### config.mk
export PLATFORM = sky130hd
export DESIGN_NAME = recon_stream_ctrl
export DESIGN_NICKNAME = d
export VERILOG_FILES = /design/src/rtl/recon_stream_ctrl.sv
export SDC_FILE = /design/constraint.sdc
export NUM_CORES = 2
export LEC_CHECK = 0
export ABC_AREA = 1
export CAP_MARGIN = 10
export CELL_PAD_IN_SITES_DETAIL_PLACEMENT = 1
export CELL_PAD_IN_SITES_GLOBAL_PLACEMENT = 2
export CORE_AREA = 2 2 510 512
export CTS_CLUSTER_SIZE = 30
export DETAILED_ROUTE_END_ITERATION = 8
export DIE_AREA = 0 0 512 514
export GPL_TIMING_DRIVEN = 0
export HOLD_SLACK_MARGIN = 0.08
export PLACE_DENSITY_LB_ADDON = 0.1
export SLEW_MARGIN = 0
export SYNTH_ARGS = -nofsm -noshare
export SYNTH_HDL_FRONTEND = slang
export SYNTH_SLANG_ARGS = --single-unit
### constraint.sdc
create_clock -name clk -period 10.7 [get_ports clk]
set_input_delay 2.14 -clock clk [delete_from_list [all_inputs] [get_ports clk]]
set_output_delay 2.14 -clock clk [all_outputs]
set_load 0.01 [all_outputs]
### src/rtl/recon_stream_ctrl.sv
// rtl/recon_stream_ctrl.sv - recon frame parser: bitstream table, DMA descriptors, payload realignment
// Header beat is decoded in IDLE; store payload is shifted down so the first payload byte lands at byte 0.
module recon_stream_ctrl #(
   parameter int          DATA_WIDTH = 512,
   parameter int          KEEP_WIDTH = DATA_WIDTH/8,
   parameter int          ADDR_WIDTH = 34,
   parameter int          LEN_WIDTH  = 20,
   parameter int          TAG_WIDTH  = 8,
   parameter int          HDR_OFFSET = 46,
   parameter logic [15:0] MAGIC      = 16'hF0E1,
   parameter int          SLOTS      = 4
) (
   input  logic                  clk,
   input  logic                  rst,
   input  logic [DATA_WIDTH-1:0] s_axis_tdata,
   input  logic [KEEP_WIDTH-1:0] s_axis_tkeep,
   input  logic                  s_axis_tvalid,
   input  logic                  s_axis_tlast,
   output logic                  s_axis_tready,
   output logic [DATA_WIDTH-1:0] m_axis_tdata,
   output logic [KEEP_WIDTH-1:0] m_axis_tkeep,
   output logic                  m_axis_tvalid,
   output logic                  m_axis_tlast,
   input  logic                  m_axis_tready,
   output logic [ADDR_WIDTH-1:0] m_axis_write_desc_addr,
   output logic [LEN_WIDTH-1:0]  m_axis_write_desc_len,
   output logic [TAG_WIDTH-1:0]  m_axis_write_desc_tag,
   output logic                  m_axis_write_desc_valid,
   input  logic                  m_axis_write_desc_ready,
   output logic [ADDR_WIDTH-1:0] m_axis_read_desc_addr,
   output logic [LEN_WIDTH-1:0]  m_axis_read_desc_len,
   output logic [TAG_WIDTH-1:0]  m_axis_read_desc_tag,
   output logic                  m_axis_read_desc_valid,
   input  logic                  m_axis_read_desc_ready,
   output logic                  status_busy,
   output logic                  status_err,
   output logic [31:0]           status_frames
);
   localparam int S  = HDR_OFFSET + 10;
   localparam int R  = KEEP_WIDTH - S;
   localparam int SB = (SLOTS > 1) ? $clog2(SLOTS) : 1;
   localparam logic [LEN_WIDTH-1:0] KW_L = LEN_WIDTH'(KEEP_WIDTH);
   localparam logic [LEN_WIDTH-1:0] R_L  = LEN_WIDTH'(R);

   typedef enum logic [2:0] {IDLE, WR_DESC, STREAM, RD_DESC, DROP} state_t;
   state_t state, state_nxt;

   logic [LEN_WIDTH-1:0]  rem;
   logic [R*8-1:0]        residual;
   logic                  flush, hdr_last;
   logic                  wr_valid, rd_valid;
   logic [ADDR_WIDTH-1:0] d_addr;
   logic [LEN_WIDTH-1:0]  d_len;
   logic [TAG_WIDTH-1:0]  d_tag;
   logic [ADDR_WIDTH-1:0] tbl_addr [SLOTS];
   logic [LEN_WIDTH-1:0]  tbl_len  [SLOTS];
   logic [SLOTS-1:0]      tbl_valid;

   function automatic logic [KEEP_WIDTH-1:0] keep_mask(input logic [LEN_WIDTH-1:0] n);
      logic [KEEP_WIDTH-1:0] m;
      for (int i = 0; i < KEEP_WIDTH; i++) m[i] = (LEN_WIDTH'(i) < n);
      return m;
   endfunction

   // Header field decode straight off the input beat
   logic [15:0]           h_magic;
   logic [1:0]            h_func;
   logic                  h_size_valid;
   logic [ADDR_WIDTH-1:0] h_addr;
   logic [7:0]            h_id;
   logic [31:0]           h_size;
   logic [SB-1:0]         h_slot;
   assign h_magic      = s_axis_tdata[(HDR_OFFSET-4)*8 +: 16];
   assign h_func       = s_axis_tdata[HDR_OFFSET*8 +: 2];
   assign h_size_valid = s_axis_tdata[HDR_OFFSET*8 + 2];
   assign h_addr       = s_axis_tdata[HDR_OFFSET*8 + 3 +: ADDR_WIDTH];
   assign h_id         = s_axis_tdata[HDR_OFFSET*8 + 37 +: 8];
   assign h_size       = s_axis_tdata[HDR_OFFSET*8 + 45 +: 32];
   assign h_slot       = h_id[SB-1:0];

   logic hdr_good, size_ok, go_store, go_load, hdr_err;
   assign hdr_good = (h_magic == MAGIC) && h_size_valid;
   assign size_ok  = (h_size != 32'd0) && ((h_size >> LEN_WIDTH) == 32'd0);
   assign go_store = hdr_good && (h_func == 2'd0) && size_ok;
   assign go_load  = hdr_good && (((h_func == 2'd1) && size_ok) ||
                                  ((h_func == 2'd2) && tbl_valid[h_slot]));
   assign hdr_err  = hdr_good && (((h_func[1] == 1'b0) && !size_ok) ||
                                  ((h_func == 2'd2) && !tbl_valid[h_slot]));

   logic out_ready, in_fire, wr_hs, rd_hs;
   assign out_ready = m_axis_tready || !m_axis_tvalid;
   assign in_fire   = s_axis_tvalid && s_axis_tready;
   assign wr_hs     = wr_valid && m_axis_write_desc_ready;
   assign rd_hs     = rd_valid && m_axis_read_desc_ready;

   logic unused_bits;
   assign unused_bits = ^s_axis_tkeep;

   always_ff @(posedge clk) begin
      if (rst) state <= IDLE;
      else     state <= state_nxt;
   end

   always_comb begin
      state_nxt = state;
      case (state)
         IDLE: if (s_axis_tvalid) begin
            if (go_store)           state_nxt = WR_DESC;
            else if (go_load)       state_nxt = RD_DESC;
            else if (!s_axis_tlast) state_nxt = DROP;
         end
         WR_DESC: if (wr_hs) state_nxt = STREAM;
         STREAM: begin
            if (flush && out_ready)
               state_nxt = IDLE;
            else if (in_fire && rem <= KW_L)
               state_nxt = s_axis_tlast ? IDLE : DROP;
         end
         RD_DESC: if (rd_hs) state_nxt = hdr_last ? IDLE : DROP;
         DROP:    if (s_axis_tvalid && s_axis_tlast) state_nxt = IDLE;
         default: state_nxt = IDLE;
      endcase
   end

   always_comb begin
      s_axis_tready = 1'b0;
      case (state)
         IDLE, DROP: s_axis_tready = 1'b1;
         STREAM:     s_axis_tready = out_ready && !flush;
         default:    s_axis_tready = 1'b0;
      endcase
      status_busy = (state != IDLE);
   end

   always_ff @(posedge clk) begin
      if (rst) begin
         wr_valid      <= 1'b0;
         rd_valid      <= 1'b0;
         d_addr        <= '0;
         d_len         <= '0;
         d_tag         <= '0;
         m_axis_tvalid <= 1'b0;
         m_axis_tdata  <= '0;
         m_axis_tkeep  <= '0;
         m_axis_tlast  <= 1'b0;
         status_err    <= 1'b0;
         status_frames <= '0;
         rem           <= '0;
         residual      <= '0;
         flush         <= 1'b0;
         hdr_last      <= 1'b0;
         tbl_valid     <= '0;
      end else begin
         status_err <= 1'b0;
         if (m_axis_tready) m_axis_tvalid <= 1'b0;
         if (wr_hs) begin
            wr_valid      <= 1'b0;
            status_frames <= status_frames + 32'd1;
            flush         <= hdr_last;    // header-only store: residual is all the payload there is
         end
         if (rd_hs) begin
            rd_valid      <= 1'b0;
            status_frames <= status_frames + 32'd1;
         end
         case (state)
            IDLE: if (s_axis_tvalid) begin
               hdr_last <= s_axis_tlast;
               d_tag    <= h_id[TAG_WIDTH-1:0];
               if (hdr_err) status_err <= 1'b1;
               if (go_store) begin
                  wr_valid          <= 1'b1;
                  d_addr            <= h_addr;
                  d_len             <= h_size[LEN_WIDTH-1:0];
                  rem               <= h_size[LEN_WIDTH-1:0];
                  residual          <= s_axis_tdata[DATA_WIDTH-1 -: R*8];
                  tbl_addr[h_slot]  <= h_addr;
                  tbl_len[h_slot]   <= h_size[LEN_WIDTH-1:0];
                  tbl_valid[h_slot] <= 1'b1;
               end else if (go_load) begin
                  rd_valid <= 1'b1;
                  d_addr   <= (h_func == 2'd1) ? h_addr : tbl_addr[h_slot];
                  d_len    <= (h_func == 2'd1) ? h_size[LEN_WIDTH-1:0] : tbl_len[h_slot];
               end
            end
            STREAM: begin
               if (in_fire) begin
                  m_axis_tvalid <= 1'b1;
                  m_axis_tdata  <= {s_axis_tdata[S*8-1:0], residual};
                  residual      <= s_axis_tdata[DATA_WIDTH-1 -: R*8];
                  if (rem <= KW_L) begin
                     m_axis_tkeep <= keep_mask(rem);
                     m_axis_tlast <= 1'b1;
                  end else begin
                     m_axis_tkeep <= '1;
                     m_axis_tlast <= 1'b0;
                     rem          <= rem - KW_L;
                     flush        <= s_axis_tlast;
                  end
               end else if (flush && out_ready) begin
                  // Last input beat seen; residual carries the tail, short if the frame was truncated
                  m_axis_tvalid <= 1'b1;
                  m_axis_tdata  <= {{(S*8){1'b0}}, residual};
                  m_axis_tkeep  <= keep_mask((rem > R_L) ? R_L : rem);
                  m_axis_tlast  <= 1'b1;
                  flush         <= 1'b0;
                  if (rem > R_L) status_err <= 1'b1;
               end
            end
            default: ;
         endcase
      end
   end

   assign m_axis_write_desc_addr  = d_addr;
   assign m_axis_write_desc_len   = d_len;
   assign m_axis_write_desc_tag   = d_tag;
   assign m_axis_write_desc_valid = wr_valid;
   assign m_axis_read_desc_addr   = d_addr;
   assign m_axis_read_desc_len    = d_len;
   assign m_axis_read_desc_tag    = d_tag;
   assign m_axis_read_desc_valid  = rd_valid;
endmodule
After elaboration in Yosys (flattened, before gate mapping)
Memories as Yosys holds them, arrays and structs flattened.
Index checks and enable logic that the tools add are counted.
{"block": "classes", "n_mul": 0, "muxes": 72, "eq_ne": 16, "addsub": 2, "shifts": 0, "bitwise_logic": 2, "div_mod_pow": 0, "magnitude_cmp": 132, "n_reduce_logical": 42}
{"op": "less-than comparator 6 x 20 -> 1 bit, first input constant", "n": 64}
{"op": "two-way mux 512 bit", "n": 2}
{"op": "less-than comparator 5 x 20 -> 1 bit, first input constant", "n": 32}
{"op": "two-way mux 64 bit", "n": 6}
{"op": "less-than comparator 4 x 20 -> 1 bit, first input constant", "n": 16}
{"op": "less-than comparator 3 x 20 -> 1 bit, first input constant", "n": 8}
{"op": "two-way mux 20 bit", "n": 8}
{"op": "case mux 64 bit (2 select lines)", "n": 1}
{"op": "two-way mux 34 bit", "n": 3}
{"op": "less-than comparator 1 x 20 -> 1 bit, first input constant", "n": 4}
{"op": "less-than comparator 2 x 20 -> 1 bit, first input constant", "n": 4}
{"op": "two-way mux 32 bit", "n": 2}
{"op": "case mux 20 bit (2 select lines)", "n": 1}
{"op": "two-way mux 1 bit", "n": 33}
{"op": "two-way mux 3 bit", "n": 11}
{"op": "adder 32 x 1 -> 32 bit, second input constant", "n": 1}
{"op": "logical NOT 32 bit", "n": 1}
{"op": "nonzero test 32 bit", "n": 1}
{"op": "greater-than comparator 20 x 4 -> 1 bit, second input constant", "n": 1}
{"op": "less-or-equal comparator 20 x 7 -> 1 bit, second input constant", "n": 1}
{"op": "subtractor 20 x 7 -> 20 bit, second input constant", "n": 1}
{"op": "logical AND 1 bit", "n": 18}
{"op": "== test 16 bit, second input constant", "n": 1}
{"op": "case mux 3 bit (5 select lines)", "n": 1}
{"op": "27 further kinds", "n": 45}
{"block": "totals", "rom_bits": 0, "latchBits": 0, "mem_bits_rw": 216, "input_bits": 583, "out_inout_bits": 739, "regBits": 768, "n_memories": 2}
{"name": "tbl_addr", "depth": 4, "word_bits": 34, "read_ports": 1, "rd_ports_with_merged_regs": 0, "write_ports": 1, "line_no": "55", "rtl": "logic [ADDR_WIDTH-1:0] tbl_addr [SLOTS];"}
{"name": "tbl_len", "depth": 4, "word_bits": 20, "read_ports": 1, "rd_ports_with_merged_regs": 0, "write_ports": 1, "line_no": "56", "rtl": "logic [LEN_WIDTH-1:0] tbl_len [SLOTS];"}

Depth between registers and ports, before layout
{"block": "depth", "word_depth": 9, "ltp_mapped": 15, "ltp_nobuf": 14}

Worst setup path before layout
No wires, ideal clock.
{"block": "synth_timing", "path_type": "input to register", "from": "in s_axis_tdata[405]", "to": "mem tbl_addr[2][0], enable pin", "path_stages": 6, "t_arrival_ns": 5.330, "path_slack_ns": 4.904, "cell_sequence": "buf_2 -> nor2_1 -> clkbuf_1 -> clkbuf_1 -> inv_1 -> nor2_1"}
{"item": "start: declaration", "line_no": "15", "rtl": "input logic [DATA_WIDTH-1:0] s_axis_tdata,"}
{"item": "end: declaration", "line_no": "55"}
Straight into the memory's write port.

Final worst setup path
{"block": "layout_timing", "from": "in m_axis_tready", "to": "out s_axis_tready"}
{"block": "layout_via", "elab_chain_cells": 3}
{"item": "start: declaration", "line_no": "24", "rtl": "input logic m_axis_tready,"}
{"item": "logical OR 1 bit", "line_no": "91", "rtl": "assign out_ready = m_axis_tready || !m_axis_tvalid;"}
{"item": "logical AND 1 bit", "line_no": "129", "rtl": "STREAM: s_axis_tready = out_ready && !flush;"}
{"item": "case mux 1 bit (2 select lines)", "line_no": "127", "rtl": "case (state)"}
{"item": "end: declaration", "line_no": "19", "rtl": "output logic s_axis_tready,"}
No other way between the ends.

==> summary.md <==
| Metric | Value |
|---|---|
| Final wirelength | between 200 and 250 mm |
| Crit path capture type | primary output |
| WP depth | 6 |
| Fraction of the mapped netlist area in simple logic gates | 21.2% |
| Clock sink count | 984 |
| Unrepaired setup endpoints after global routing | no |
| HPWL Detailed | 188 mm |
| Layout cell share with drive strength beyond 1 | 7.25% |
| Antenna violation net count after detailed routing | 0 |
| Clk_skew | 0.0353 ns |
| Crit path buf inv count | 3 |
| Period utilization | 54.1% |
| Dpl cells | 9,385 |
| Worst reg-to-reg path cell count | 11 |
| Max-slew headroom | approximately 18% |
| CTS Buffer Depth | 3 |
| Total grt overflow | 0 |
| Initial DRC Count | around 1,700 |
| CP startpoint | m_axis_tready |
| Cell count after synthesis | 4,717 |
| DRC Markers | 0 |
| Die H | 514 µm |
| Peak supply drop | 126 µV |
| Top-Level Pins | about 1,300 |
| Synth Warn # | 0 |
| Synth area leader | dfxtp_1 |
| FMAX | between 0.15 and 0.2 GHz |
| Multi-input gate area | 14,100 µm² |
| Least-Margin Pin Slew | 1.24 ns |
| Vias in the first global route | just under 40,000 |
| Crit-path cells | clkdlybuf4s50_1 -> nor2_1 -> inv_1 -> nand3_2 -> nand2_2 -> clkdlybuf4s50_1 |
| Syn_area_per_cell | 8.15 µm² |
| Switching power | 4.32 mW |
| Pins Over Slew Limit | 0 |
| DRT Pass-1 Iters | 7 |
| Top cell type's share of synthesized area | 40.0% |
| Comb pwr share | 26.8% |
| Crit path capture | s_axis_tready |
| Via count | 37,920 |
| Row cnt | 187 |
| Initial Utilization | 14.9% |
| Post-Synthesis Net Count | 5,304 |
| Adder-Cell Fraction of Synth Area | 0.130% |
| Switching part of the total | 35.0% |
| Flop pwr share | 34.8% |
| CTS clk-pin slew, worst paths | 0.06 ns |
| Buffers on Ports | ~1,300 |
| Final Hold Fails | 0 |
| Dpl cell area | 55,500 µm² |
| Max_cap viols | 0 |
| Main combinational cell family by area after synthesis | simple AND/OR/NAND/NOR gates |
| Sequential-to-total area share from yosys stat | between 50% and 60% |
| Post-cts sizing count | 0 |
| Crit path time final | 5.79 ns |
| R2R Setup Slk | 6.79 ns |
| Largest delay share family, worst path | buffers and inverters |
| GRT Overall Usage | between 10% and 20% |
| Status | finished, final reports clean |
| # hold bufs at CTS | 0 |
| Post-synth top cells | nand2_1 (1,537), dfxtp_1 (768), a21oi_1 (716) |
| Initial antenna violation count | 64 |
| GP Congestion | 0.840 |
| CP most frequent cell | clkdlybuf4s50_1 |
| Area occupied by registers | 21,900 µm² |
| Clk_lat worst skew | 0.80 ns |
| CP Class | input port to primary output |
| Nets | around 6,700 |
| Largest net degree at the start of global routing | 24 |
| Hold Crit Class | flop to flop |
| Slowest CP cell | clkdlybuf4s50_1 |
| Die area | roughly 260,000 µm² |
| Final Util | 23.3% |
| Synth unique cells | slightly below 50 |
| Async SR Flop Fraction | 0% |
| First-pass GRT wire length | ~320 mm |
| CTS root buf | clkbuf_16 |
| Detailed-route vias per instance | 3.93 |
| CTS Buf Count | roughly 140 |
| Post-layout instance area | ~60,000 µm² |
| Die width | 512 µm |
| CTS tree | yes |
| Xor/xnor share of the synthesized area | less than 1% |
| Crit-path max cell delay | approximately 0.71 ns |
| CP startpoint kind | input port |
| H-tree depth | 4 |
| Cell Count, Final, Fillers Out | 9,656 |
| Post-synth EDFFs | 216 |
| Area Overhead vs Synth | 56.5% |
| PwrDens | around 210 nW/µm² |
| Clk pwr share | 38.4% |
| Yosys reg bits | 984 |
| Count leader, synth | nand2_1 |
| Setup bufs post-CTS | 0 |
| Pint | around 8 mW |
| Fin Setup TNS | 0 ns |
| FILL cells | just over 30,000 |
| Post-synthesis mux area share | 0.0260% |
| Critical Path AT | 3.65 ns |
| Routed len/inst | 24.7 µm |
| Leak | 20.7 nW |
| Setup violations, final | 0 |
| Post-synthesis compound-gate area fraction | 15.0% |
| Reg2Reg Launch Point | state[0] |
| Prevailing post-synth register cell | dfxtp_1 |
| Synth top area cells | dfxtp_1 (40%), edfxtp_1 (17%), nand2_1 (15%) |
| CORE AREA | 258,000 µm² |
| Synthesized cell area | a little under 40,000 µm² |
| CP Max Fanout | 2 |
| R2R Path End | tbl_addr[0][4] |
| Worst path required time | 8.56 ns |
| Final Total Pwr | about 12 mW |
-- per-layer routing --
metal / track usage (%) / routed length [µm]
met5: 0 / 164
met4: 3.44 / 4210
met3: 4.93 / 14600
met2: 29.6 / 114000
met1: 22.1 / 105000
-- worst min-delay path by stage --
stage / startpoint / to / slack [ns] / cells past startpoint
floorplan: tbl_valid[2] / tbl_valid[2] / 0.43 / 2
global placement: tbl_valid[1] / tbl_valid[1] / 0.44 / 2
detailed placement: m_axis_tdata[414] / m_axis_tdata[414] / 0.45 / 2
CTS: m_axis_tdata[433] / m_axis_tdata[433] / 0.46 / 2
global route: m_axis_tdata[419] / m_axis_tdata[419] / 0.47 / 2
finish: residual[25] / m_axis_tdata[25] / 0.46 / 2
-- sequential cells by signal, summed over array words and instances (netlist names) --
| register | cells |
|---|---|
| m_axis_read_desc_addr | 34 |
| m_axis_tdata | 512 |
| m_axis_read_desc_valid | 1 |
| m_axis_tlast | 1 |
| status_err | 1 |
| m_axis_tvalid | 1 |
| rem | 20 |
| flush | 1 |
| m_axis_read_desc_tag | 8 |
| status_frames | 32 |
| tbl_valid | 4 |
| residual | 64 |
| m_axis_read_desc_len | 20 |
| m_axis_tkeep | 64 |
| state | 3 |
| hdr_last | 1 |
| m_axis_write_desc_valid | 1 |
| tbl_len | 80 |
| tbl_addr | 136 |
-- power by group through the flow --
stage / Combinational, mW / Sequential (mW) / Clock [mW]
after global placement: 3.42 / 4.38 / 0
after CTS: 3.43 / 4.31 / 4.95
after floorplan: 1.62 / 4.42 / 0
after global routing: 3.70 / 4.34 / 5.09
final: 3.31 / 4.31 / 4.74
after detailed placement: 3.41 / 4.38 / 0
-- metrics by stage --
step	setup WS, ns	hold WS, ns
floorplan	4.90	0.429
global placement	0.408	0.443
detailed placement	4.33	0.452
CTS	4.87	0.460
global route	4.84	0.472
finish	4.91	0.458
-- placed cells by master, fill, tap and decap left out, drive strengths merged, types with 33 or more instances in the layout --
cell / n
buf: 202
clkdlybuf4s50: 1255
nand3: 67
clkinv: 33
inv: 179
nor2: 401
dfxtp: 768
edfxtp: 216
nand2: 1550
o21ai: 287
clkbuf: 383
a21oi: 721
a221oi: 54
-- worst min-delay path, stage by stage (launching register included) --
cell and delay (ns):
dfxtp_1 0.31, nand2_1 0.06, a21oi_1 0.05
-- layout make-up --
class	count	area share, %
plain buffers	366	3.04
multi-input cells	3194	23.5
well taps	3402	7.08
clock inverters	44	0.899
diodes	19	0.0791
repair buffers	1266	21.3
clock buffers	208	6.73
flip-flops and latches	984	36.4
inverters	173	1.08
-- kinds of logic after synthesis --
group	Yosys count
compound gates	1092
mux	1
simple gates	2082
fa+ha+maj	4
flops	984
xor+xnor	15
buf+inv	539
No activity file was read; power rests on OpenSTA's default activity.
